File: src/rtl/cpu_axi_bridge.sv
// SRAM-like inst/data request ports to a single AXI3 master: one read and one write outstanding.
// Optional BRIDGE_RAW_ADDR_CHECK_EN: block data reads only on a word-address match with the pending write.
module cpu_axi_bridge #(
  parameter logic [3:0] INST_ID = 4'd0,
  parameter logic [3:0] DATA_ID = 4'd1
) (
  input  logic        clk,
  input  logic        resetn,
  input  logic        inst_sram_req,
  input  logic [1:0]  inst_sram_size,
  input  logic [31:0] inst_sram_addr,
  output logic        inst_sram_addr_ok,
  output logic        inst_sram_data_ok,
  output logic [31:0] inst_sram_rdata,
  input  logic        data_sram_req,
  input  logic        data_sram_wr,
  input  logic [1:0]  data_sram_size,
  input  logic [3:0]  data_sram_wstrb,
  input  logic [31:0] data_sram_addr,
  input  logic [31:0] data_sram_wdata,
  output logic        data_sram_addr_ok,
  output logic        data_sram_data_ok,
  output logic [31:0] data_sram_rdata,
  output logic [3:0]  arid,
  output logic [31:0] araddr,
  output logic [3:0]  arlen,
  output logic [2:0]  arsize,
  output logic [1:0]  arburst,
  output logic [1:0]  arlock,
  output logic [3:0]  arcache,
  output logic [2:0]  arprot,
  output logic        arvalid,
  input  logic        arready,
  input  logic [3:0]  rid,
  input  logic [31:0] rdata,
  input  logic [1:0]  rresp,
  input  logic        rlast,
  input  logic        rvalid,
  output logic        rready,
  output logic [3:0]  awid,
  output logic [31:0] awaddr,
  output logic [3:0]  awlen,
  output logic [2:0]  awsize,
  output logic [1:0]  awburst,
  output logic [1:0]  awlock,
  output logic [3:0]  awcache,
  output logic [2:0]  awprot,
  output logic        awvalid,
  input  logic        awready,
  output logic [3:0]  wid,
  output logic [31:0] wdata,
  output logic [3:0]  wstrb,
  output logic        wlast,
  output logic        wvalid,
  input  logic        wready,
  input  logic [3:0]  bid,
  input  logic [1:0]  bresp,
  input  logic        bvalid,
  output logic        bready
);

  typedef enum logic [1:0] {R_IDLE, R_AR, R_R} r_state_t;
  typedef enum logic [1:0] {W_IDLE, W_REQ, W_B} w_state_t;

  r_state_t    r_state, r_next;
  w_state_t    w_state, w_next;
  logic        r_owner_data;
  logic [31:0] r_addr;
  logic [1:0]  r_size;
  logic [31:0] w_addr;
  logic [1:0]  w_size;
  logic [3:0]  w_strb;
  logic [31:0] w_data;
  logic        aw_done, w_done;

  logic r_idle, w_busy, raw_block;
  logic data_rd_go, inst_rd_go, data_wr_go;
  logic aw_hs, w_hs;

  assign r_idle = (r_state == R_IDLE);
  assign w_busy = (w_state != W_IDLE);

`ifdef BRIDGE_RAW_ADDR_CHECK_EN
  assign raw_block = w_busy && (data_sram_addr[31:2] == w_addr[31:2]);
`else
  assign raw_block = w_busy;
`endif

  // A data read blocked by the RAW guard does not hold off an instruction fetch.
  assign data_rd_go = data_sram_req & ~data_sram_wr & r_idle & ~raw_block;
  assign inst_rd_go = inst_sram_req & r_idle & ~data_rd_go;
  assign data_wr_go = data_sram_req & data_sram_wr & ~w_busy;

  assign inst_sram_addr_ok = inst_rd_go;
  assign data_sram_addr_ok = data_rd_go | data_wr_go;

  assign aw_hs = awvalid & awready;
  assign w_hs  = wvalid & wready;

  // State registers
  always_ff @(posedge clk or negedge resetn) begin
    if (!resetn) begin
      r_state <= R_IDLE;
      w_state <= W_IDLE;
    end else begin
      r_state <= r_next;
      w_state <= w_next;
    end
  end

  // Next-state logic
  always_comb begin
    r_next = r_state;
    case (r_state)
      R_IDLE:  if (data_rd_go | inst_rd_go) r_next = R_AR;
      R_AR:    if (arready) r_next = R_R;
      R_R:     if (rvalid) r_next = R_IDLE;
      default: r_next = R_IDLE;
    endcase
  end

  always_comb begin
    w_next = w_state;
    case (w_state)
      W_IDLE:  if (data_wr_go) w_next = W_REQ;
      W_REQ:   if ((aw_done | aw_hs) & (w_done | w_hs)) w_next = W_B;
      W_B:     if (bvalid) w_next = W_IDLE;
      default: w_next = W_IDLE;
    endcase
  end

  // Request latches and per-channel handshake tracking
  always_ff @(posedge clk or negedge resetn) begin
    if (!resetn) begin
      r_owner_data <= 1'b0;
      r_addr       <= '0;
      r_size       <= '0;
      w_addr       <= '0;
      w_size       <= '0;
      w_strb       <= '0;
      w_data       <= '0;
      aw_done      <= 1'b0;
      w_done       <= 1'b0;
    end else begin
      if (data_rd_go | inst_rd_go) begin
        r_owner_data <= data_rd_go;
        r_addr       <= data_rd_go ? data_sram_addr : inst_sram_addr;
        r_size       <= data_rd_go ? data_sram_size : inst_sram_size;
      end
      if (data_wr_go) begin
        w_addr  <= data_sram_addr;
        w_size  <= data_sram_size;
        w_strb  <= data_sram_wstrb;
        w_data  <= data_sram_wdata;
        aw_done <= 1'b0;
        w_done  <= 1'b0;
      end else begin
        if (aw_hs) aw_done <= 1'b1;
        if (w_hs)  w_done  <= 1'b1;
      end
    end
  end

  // Outputs
  always_comb begin
    arvalid           = (r_state == R_AR);
    rready            = (r_state == R_R);
    awvalid           = (w_state == W_REQ) & ~aw_done;
    wvalid            = (w_state == W_REQ) & ~w_done;
    bready            = (w_state == W_B);
    inst_sram_data_ok = rready & rvalid & ~r_owner_data;
    data_sram_data_ok = (rready & rvalid & r_owner_data) | (bready & bvalid);
  end

  assign inst_sram_rdata = rdata;
  assign data_sram_rdata = rdata;

  assign arid    = r_owner_data ? DATA_ID : INST_ID;
  assign araddr  = r_addr;
  assign arsize  = {1'b0, r_size};
  assign arlen   = 4'd0;
  assign arburst = 2'b01;
  assign arlock  = 2'b00;
  assign arcache = 4'd0;
  assign arprot  = 3'd0;

  assign awid    = DATA_ID;
  assign awaddr  = w_addr;
  assign awsize  = {1'b0, w_size};
  assign awlen   = 4'd0;
  assign awburst = 2'b01;
  assign awlock  = 2'b00;
  assign awcache = 4'd0;
  assign awprot  = 3'd0;

  assign wid   = DATA_ID;
  assign wdata = w_data;
  assign wstrb = w_strb;
  assign wlast = 1'b1;

  logic unused_ok;
  assign unused_ok = ^{rid, rresp, rlast, bid, bresp};

endmodule

File: config.mk
export PLATFORM = sky130hd
export DESIGN_NAME = cpu_axi_bridge
export DESIGN_NICKNAME = d
export VERILOG_FILES = /design/src/rtl/cpu_axi_bridge.sv
export SDC_FILE = /design/constraint.sdc
export NUM_CORES = 1
export LEC_CHECK = 0
export ABC_CLOCK_PERIOD_IN_PS = 4630
export CAP_MARGIN = 5
export CORE_AREA = 2 2 148 150
export DETAILED_ROUTE_END_ITERATION = 10
export DIE_AREA = 0 0 150 152
export GPL_TIMING_DRIVEN = 0
export MAX_ROUTING_LAYER = met4
export SYNTH_ARGS = -nofsm -noshare
export SYNTH_HDL_FRONTEND = slang
export SYNTH_SLANG_ARGS = --single-unit
File: constraint.sdc
create_clock -name clk -period 4.63 [get_ports clk]
set_clock_uncertainty 0.15 [all_clocks]
set_input_delay 0.926 -clock clk [delete_from_list [all_inputs] [get_ports clk]]
set_output_delay 0.926 -clock clk [all_outputs]
set_load 0.02 [all_outputs]
==> metrics.txt, run 1 <==
status completed; Max-Cap Viols 0; clock sink count 111; DRT iter0 DRCs 90; initial antenna violation count 0; Syn. warnings 0; FF+latch count, synth ~110; Hold WC Path Type flip-flop to flip-flop; CP required between 3000 and 4000 ps; measured slew at the worst slew-check pin 531 ps; Row Count 54; Via density roughly 3.9; Synth area leaders dfrtp_1, mux2_4, buf_4; first-pass GRT wire length roughly 23000 um; final core utilization 0.445; Final Max Slew Viols 0; Tcrit/Tclk final 0.824; RD Place Congestion approximately 0.73; WL final about 15000 um; proportion of layout cells with a drive suffix above 1 0.291; CTS Hold Buffers Added 0; antenna-violating nets left 0; CTS Buf Count 9; crit start category input port; CTS tree done; Max Freq ~0.26 GHz; EDFF count, synth 0; total core area around 21000 um2; synthesized area per cell between 10 and 15 um2; I/O pin count approximately 380; Synth area leader dfrtp_1; Max-slew headroom 0.646; ys async rst share 1.00; DRT Pass-1 Iters 4; unrepaired setup endpoints after global routing no; Area growth syn-to-layout 65.5%; crit path kind input port to output pin; vias in the first global route 4252; cell area after synthesis 5740 um2; Synth Instances between 400 and 500; postcts setup bufs 0; LEAKAGE approximately 4.3 nW; setup_tns 0 ps; Place WS approximately 750 ps; CTS H-tree lvls 3; post-layout min period between 3000 and 4000 ps; most frequent cell after synthesis dfrtp_1; sequential area share after synthesis 0.484; CTS resizes 0; Power Total approximately 5.8 mW; Tot GR Track Use 0.136; routed len/inst roughly 14 um; CP endpoint kind output pin; worst hold slack approximately 340 ps; Port Buffers about 290; Starting Density 0.269; final setup violation count 0; clock tree buffer depth 2; commonest cells in the netlist dfrtp_1, buf_4, mux2_4; HPWL Detailed between 10000 and 15000 um; setup ws final 815 ps; Die Wd 150 um; clk slew on worst S/H paths roughly 70 ps; Final nets between 900 and 1000; critical path arrival between 2000 and 3000 ps; Final Hold Viols 0; post-synthesis cell type count 26; clk_lat worst skew 350 ps; P per Cell Area 606 nW/um2; largest net degree at the start of global routing 60; CTS Root Cell clkbuf_16; Synth top area share 0.484; VDD IR-drop max around 0.3 mV; total gr overflow 0; die area between 20000 and 25000 um2; Remaining DRCs 0; CP Max Fanout 10; die extent in y ~150 um; Main synth FF type dfrtp_1; DR vias ~4000; Antenna diodes 0
report_power, final:
group	total [mW]	switching (mW)	internal [mW]
Clock	0.810	0.370	0.440
Sequential	1.72	0.256	1.47
Combinational	3.22	1.41	1.81
through the flow:
step                      std cells  instance area [um2]
after CTS                      1039                 9490
final                          1039                 9490
after floorplan                 451                 5900
after global placement         1022                 9160
after global routing           1039                 9490
after detailed placement       1023                 9190
final timing paths:
path | to | slack [ps] | start | depth (start not counted)
worst max register to register | araddr[28]$_DFFE_PN0P_ | 2780 | r_state[0]$_DFFE_PN0P_ | 5
max in group asynchronous | awaddr[25]$_DFFE_PN0P_ | 3260 | resetn | 2
worst min register to register | wdata[26]$_DFFE_PN0P_ | 340 | wdata[26]$_DFFE_PN0P_ | 1
worst min-delay path | wdata[26]$_DFFE_PN0P_ | 340 | wdata[26]$_DFFE_PN0P_ | 1
min in group asynchronous | awaddr[0]$_DFFE_PN0P_ | 380 | resetn | 1
worst max-delay path | data_sram_addr_ok | 810 | data_sram_wr | 5
cell type report:
| type | instances | area, um2 |
|---|---|---|
| fillers | 2058 | 11900 |
| repair buffers | 292 | 2940 |
| flip-flops and latches | 111 | 2780 |
| multi-input cells | 213 | 2140 |
| plain buffers | 124 | 970 |
| well taps | 280 | 350 |
| clock buffers | 11 | 243 |
| clock inverters | 5 | 63.8 |
| inverters | 3 | 11.3 |
cell families after synthesis:
group | after synthesis | share of synthesized area
AO/OA/AOI/OAI | 8 | 0.00807
buffers and inverters | 127 | 0.171
flip-flops | 111 | 0.484
multiplexers | 138 | 0.313
other | 2 | 0.00131
AND/OR/NAND/NOR | 23 | 0.0229
worst max-delay path: stages:
cell and delay (ps):
clkdlybuf4s50_1 500, nand3_2 250, buf_2 320, nand2_1 100, clkdlybuf4s50_1 640
cells in the final DEF, fill, tap and decap left out, types with 4 or more instances in the layout:
cell	synthesis	routed
buf_2	5	5
buf_4	110	110
buf_6	7	8
clkbuf_16	0	9
clkdlybuf4s50_1	0	290
conb_1	2	44
dfrtp_1	111	111
mux2_1	61	61
mux2_2	13	13
mux2_4	64	64
nand2_1	5	5
nor2_1	4	4
sequential cells by signal (all words and copies together) (netlist names):
register,count
r_owner_data,1
w_state,2
w_done,1
awaddr,32
wstrb,4
w_size,2
r_size,2
araddr,32
r_state,2
aw_done,1
wdata,32
per-layer routing:
metal | GRT usage | wire, um | up-vias
li1 | - | - | 1922
met1 | 0.157 | 5940 | 1896
met2 | 0.227 | 7440 | 198
met3 | 0.0426 | 1400 | 17
met4 | 0.0400 | 276 | 0
met5 | - | 0 | -
No activity file was read; power rests on OpenSTA's default activity.
==> inputs of run 2 (changes only) <==
- ABC_CLOCK_PERIOD_IN_PS: 4630 -> 3500
- PLACE_DENSITY: unset -> 0.66
- clock period: 4.63 -> 3.5 ns (I/O delays scaled with it)
==> metrics.txt, run 2 (same netlist as run 1, synthesis figures left out) <==
status completed (unchanged); CP required 2650 ps (was 3550 ps); total core area 21400 um2 (unchanged); CTS resizes 0 (unchanged); HPWL Detailed 12300 um (was 11700 um); Switching Share 0.357 (was 0.353); commonest non-fill, non-tap cells in the layout clkdlybuf4s50_1, dfrtp_1, buf_4 (unchanged); critical path's top delay family buffers and inverters (unchanged); Hold WC Path Type input port to asynchronous set/reset pin (was flip-flop to flip-flop); die area 22800 um2 (unchanged); Fillers 2020 (was 2058); clk slew on worst S/H paths 80 ps (was 70 ps); CTS H-tree lvls 3 (unchanged); Place WS 101 ps (was 748 ps); Slowest Stage Delay on Critical Path 600 ps (was 640 ps); Tcrit/Tclk final 0.965; total gr overflow 0 (unchanged); I/O pin count 381 (unchanged); DRT Pass-1 Iters 4 (unchanged); routed len/inst 15.2 um (was 14.5 um); antenna-violating nets left 0 (unchanged); WL final 15800 um (was 15100 um); DRT iter0 DRCs 82 (was 90); CTS Hold Buffers Added 0 (unchanged); switching power 2.74 mW (was 2.03 mW); Tot GR Track Use 0.141 (was 0.136); Flop pwr share 0.300 (was 0.299); setup ws final 122 ps (was 815 ps); Remaining DRCs 0 (unchanged); post-layout min period about 3400 ps; crit path kind input port to output pin (unchanged); die extent in y 152 um (unchanged); measured slew at the worst slew-check pin 541 ps (was 531 ps); Final Max Slew Viols 0 (unchanged); Worst path most repeated cell clkdlybuf4s50_1 (unchanged); CTS Root Cell clkbuf_16 (unchanged); RD Place Congestion 0.697 (was 0.732); Final Hold Viols 0 (unchanged); clock sink count 111 (unchanged); worst hold slack 145 ps (was 337 ps); Port Buffers 291 (unchanged); unrepaired setup endpoints after global routing no (unchanged); largest net degree at the start of global routing 60 (unchanged); Row Count 54 (unchanged); CP endpoint kind output pin (unchanged); P per Cell Area 806 nW/um2 (was 606 nW/um2); P_int 4.92 mW (was 3.72 mW); Starting Density 0.269 (unchanged); crit start category input port (unchanged); clock tree buffer depth 2 (unchanged); VDD IR-drop max 0.414 mV (was 0.302 mV); first-pass GRT wire length 23800 um (was 23300 um); Via density 3.92 (was 3.88); CTS Buf Count 9 (unchanged); CTS tree done (unchanged); LEAKAGE 4.30 nW (was 4.31 nW); proportion of layout cells with a drive suffix above 1 0.292 (was 0.291); R2R depth 5 (unchanged); Worst Path Buf+Inv 4 (was 3); DR vias 4075 (was 4033); critical path arrival 2530 ps (was 2740 ps); Final nets 913 (unchanged); Area growth syn-to-layout 65.5% (about the same); postcts setup bufs 0 (unchanged); Die Wd 150 um (unchanged); Max-Cap Viols 0 (unchanged); Max Freq 0.296 GHz; Crit path depth 7 (was 5); vias in the first global route 4241 (was 4252); clk_lat worst skew 350 ps (about the same); initial antenna violation count 1 (was 0); commonest non-fill, non-tap cell in the layout clkdlybuf4s50_1 (unchanged); Worst path slowest cell clkdlybuf4s50_1 (unchanged); worst path cell trace clkdlybuf4s50_1 -> nor3_1 -> nand3_1 -> buf_4 -> buf_6 -> and2_1 -> clkdlybuf4s50_1 (was clkdlybuf4s50_1 -> nand3_2 -> buf_2 -> nand2_1 -> clkdlybuf4s50_1); CP Max Fanout 10 (unchanged); combinational power share 0.559 (was 0.560); Max-slew headroom 0.639 (was 0.646); final setup violation count 0 (unchanged); clock share of power 0.141 (about the same)
-- run 2: per-stage QoR --
step / cell area [um2] / util / setup TNS (ps) / cells / power (mW)
after floorplan: 5900 / - / 0 / 451 / 4.71
after global placement: 9160 / 0.429 / -345400 / 1022 / 6.60
after detailed placement: 9190 / 0.430 / 0 / 1023 / 6.65
after CTS: 9490 / 0.445 / 0 / 1039 / 7.80
after global routing: 9500 / 0.445 / 0 / 1040 / 8.10
final: 9500 / 0.445 / 0 / 1040 / 7.66
-- run 2: path summary, 6_finish.rpt --
path	end	from	slack (ps)
worst max register to register	wdata[17]$_DFFE_PN0P_	w_state[1]$_DFFE_PN0P_	1610
worst min-delay path	araddr[12]$_DFFE_PN0P_	resetn	140
worst max-delay path	inst_sram_addr_ok	data_sram_wr	120
worst min register to register	wdata[28]$_DFFE_PN0P_	wdata[28]$_DFFE_PN0P_	340
min in group clk	wdata[28]$_DFFE_PN0P_	wdata[28]$_DFFE_PN0P_	340
max in group asynchronous	wdata[20]$_DFFE_PN0P_	resetn	2370
-- run 2: final cells by class --
type	count	area (um2)	share of cell area
timing repair buffer	292	2940	0.310
sequential	111	2780	0.292
multi-input combinational	213	2140	0.225
buffer	124	970	0.102
tap	280	350	0.0369
clock buffer	10	239	0.0252
clock inverter	6	67.6	0.00711
inverter	3	11.3	0.00119
antenna	1	2.50	0.000264
-- run 2: per-layer routing --
layer	up-vias	wire length, um	track usage
met3	8	1180	0.0408
li1	1928	-	-
met2	194	8040	0.241
met1	1945	6420	0.162
met5	-	0	-
met4	0	145	0.0337
-- run 2: worst register-to-register path, cell delays in order (launching register included) --
cell     delay, ps
dfrtp_1        420
nor2_2         230
and3_1         280
buf_6          190
buf_6          200
mux2_4         320
-- run 2: power groups by stage --
| stage | clock network, mW | logic [mW] | registers, mW |
|---|---|---|---|
| finish | 1.08 | 4.28 | 2.30 |
| global route | 1.19 | 4.52 | 2.39 |
| CTS | 1.14 | 4.35 | 2.31 |
| detailed placement | 0 | 4.33 | 2.32 |
| global placement | 0 | 4.30 | 2.30 |
| floorplan | 0 | 1.65 | 3.05 |
==> inputs of run 3 (changes only) <==
- ABC_CLOCK_PERIOD_IN_PS: 3500 -> 3050
- clock period: 3.5 -> 3.05 ns (I/O delays scaled with it)
==> metrics.txt, run 3 (same netlist as run 1, synthesis figures left out) <==
status completed (unchanged); clock share of power 0.141 (about the same); first-pass GRT wire length 23800 um (unchanged); CP required 2290 ps (was 2650 ps); post-layout min period 2940 ps; dpl cell area 9190 um2 (unchanged); origin of the critical flop-to-flop path w_state[1]$_DFFE_PN0P_ (unchanged); Hold WC Path Type input port to asynchronous set/reset pin (unchanged); Final Hold Viols 0 (unchanged); Switching Share 0.358 (was 0.357); Final Max Slew Viols 0 (unchanged); WL final 15800 um (about the same); final setup violation count 0 (unchanged); Max-slew headroom 0.639 (about the same); CTS H-tree lvls 3 (unchanged); postcts setup bufs 0 (unchanged); Tot GR Track Use 0.141 (unchanged); setup ws final 112 ps (was 122 ps); vias in the first global route 4241 (unchanged); clock sink count 111 (unchanged); Power Total 8.78 mW (was 7.66 mW); RD Place Congestion 0.697 (unchanged); Non-Filler Instances 1040 (unchanged); routed len/inst 15.2 um (about the same); CP Max Fanout 10 (unchanged); total core area 21400 um2 (unchanged); Port Buffers 291 (unchanged); CTS resizes 3 (was 0); Tcrit/Tclk final 0.963; setup slack, reg-to-reg 1160 ps (was 1610 ps); combinational power share 0.559 (about the same); total gr overflow 0 (unchanged); commonest non-fill, non-tap cells in the layout clkdlybuf4s50_1, buf_4, dfrtp_1 (was clkdlybuf4s50_1, dfrtp_1, buf_4); initial antenna violation count 1 (unchanged); CTS tree done (unchanged); R2R depth 5 (unchanged); Cells after DPL 1023 (unchanged); CTS Buf Count 9 (unchanged); CP endpoint kind output pin (unchanged); CTS Hold Buffers Added 0 (unchanged); commonest non-fill, non-tap cell in the layout clkdlybuf4s50_1 (unchanged); Die Wd 150 um (unchanged); crit path kind input port to output pin (unchanged); unrepaired setup endpoints after global routing no (unchanged); Place WS -169 ps (was 101 ps); Row Count 54 (unchanged); CTS Root Cell clkbuf_16 (unchanged); P per Cell Area 925 nW/um2 (was 806 nW/um2); P_int 5.64 mW (was 4.92 mW); post-route cell area 9500 um2 (unchanged); die extent in y 152 um (unchanged); LEAKAGE 4.31 nW (was 4.30 nW); clk_lat worst skew 350 ps (about the same); critical path arrival 2180 ps (was 2530 ps); largest net degree at the start of global routing 60 (unchanged); Area growth syn-to-layout 65.5% (unchanged); crit start category input port (unchanged); DR vias 4073 (was 4075); critical path startpoint data_sram_wr (unchanged); VDD IR-drop max 0.476 mV (was 0.414 mV); Starting Density 0.269 (unchanged); clock tree buffer depth 2 (unchanged); Max-Cap Viols 0 (unchanged); clk slew on worst S/H paths 80 ps (about the same); Remaining DRCs 0 (unchanged); HPWL Detailed 12300 um (unchanged); FF-to-FF End wdata[17]$_DFFE_PN0P_ (unchanged); proportion of layout cells with a drive suffix above 1 0.292 (unchanged); Final nets 913 (unchanged); Flop pwr share 0.300 (about the same); DRT iter0 DRCs 80 (was 82); I/O pin count 381 (unchanged); DRT Pass-1 Iters 4 (unchanged); die area 22800 um2 (unchanged); worst setup path end inst_sram_addr_ok (unchanged); Via density 3.92 (about the same); switching power 3.14 mW (was 2.74 mW); Max Freq around 0.34 GHz; antenna-violating nets left 0 (unchanged); measured slew at the worst slew-check pin 542 ps (was 541 ps); setup_tns 0 ps (unchanged)
==> run 3: cell types whose count changed in the layout (fill, tap and decap cells not counted) <==
cell	before	now
dlygate4sd2_1	0	2
buf_2	5	4
buf_4	110	111
clkdlybuf4s50_1	290	288
==> run 3: layer usage <==
| metal | GRT usage | part of all wire |
|---|---|---|
| met1 | 0.162 | 0.41 |
| met2 | 0.241 | 0.51 |
| met3 | 0.0408 | 0.074 |
| met4 | 0.0337 | 0.0092 |
| met5 | - | 0 |
==> run 3: how the worst min path moves through the flow <==
stage,cells after the start,startpoint,end,slack [ps]
final,1,resetn,araddr[12]$_DFFE_PN0P_,50
after global routing,1,resetn,araddr[12]$_DFFE_PN0P_,80
after CTS,1,resetn,araddr[12]$_DFFE_PN0P_,70
after detailed placement,1,wdata[28]$_DFFE_PN0P_,wdata[28]$_DFFE_PN0P_,320
after global placement,1,wstrb[3]$_DFFE_PN0P_,wstrb[3]$_DFFE_PN0P_,320
after floorplan,0,resetn,araddr[0]$_DFFE_PN0P_,160
==> run 3: layout make-up <==
class / count / area [um2]
diodes: 1 / 2.50
fillers: 2023 / 11900
well taps: 280 / 350
multi-input cells: 213 / 2140
repair buffers: 292 / 2940
inverters: 3 / 11.3
plain buffers: 124 / 972
flip-flops and latches: 111 / 2780
clock buffers: 10 / 239
clock inverters: 6 / 67.6
==> run 3: worst max-delay path, stage by stage <==
cell             delay [ps]
clkdlybuf4s50_1         450
nor3_1                  150
nand3_1                 110
buf_4                   210
buf_6                   170
and2_1                  150
dlygate4sd2_1           310
==> run 3: through the flow <==
stage,util,hold WS [ps]
after detailed placement,0.430,324
after floorplan,-,164
after global placement,0.429,316
final,0.445,54.9
after CTS,0.445,65.7
after global routing,0.445,80.6
==> run 3: power groups by stage <==
stage / Sequential (mW) / Clock, mW / Combinational, mW
2_1_floorplan: 3.50 / 0 / 1.90
3_3_place_gp: 2.64 / 0 / 4.94
3_5_place_dp: 2.67 / 0 / 4.97
4_1_cts: 2.65 / 1.31 / 4.98
5_1_grt: 2.74 / 1.37 / 5.18
6_report: 2.64 / 1.24 / 4.91
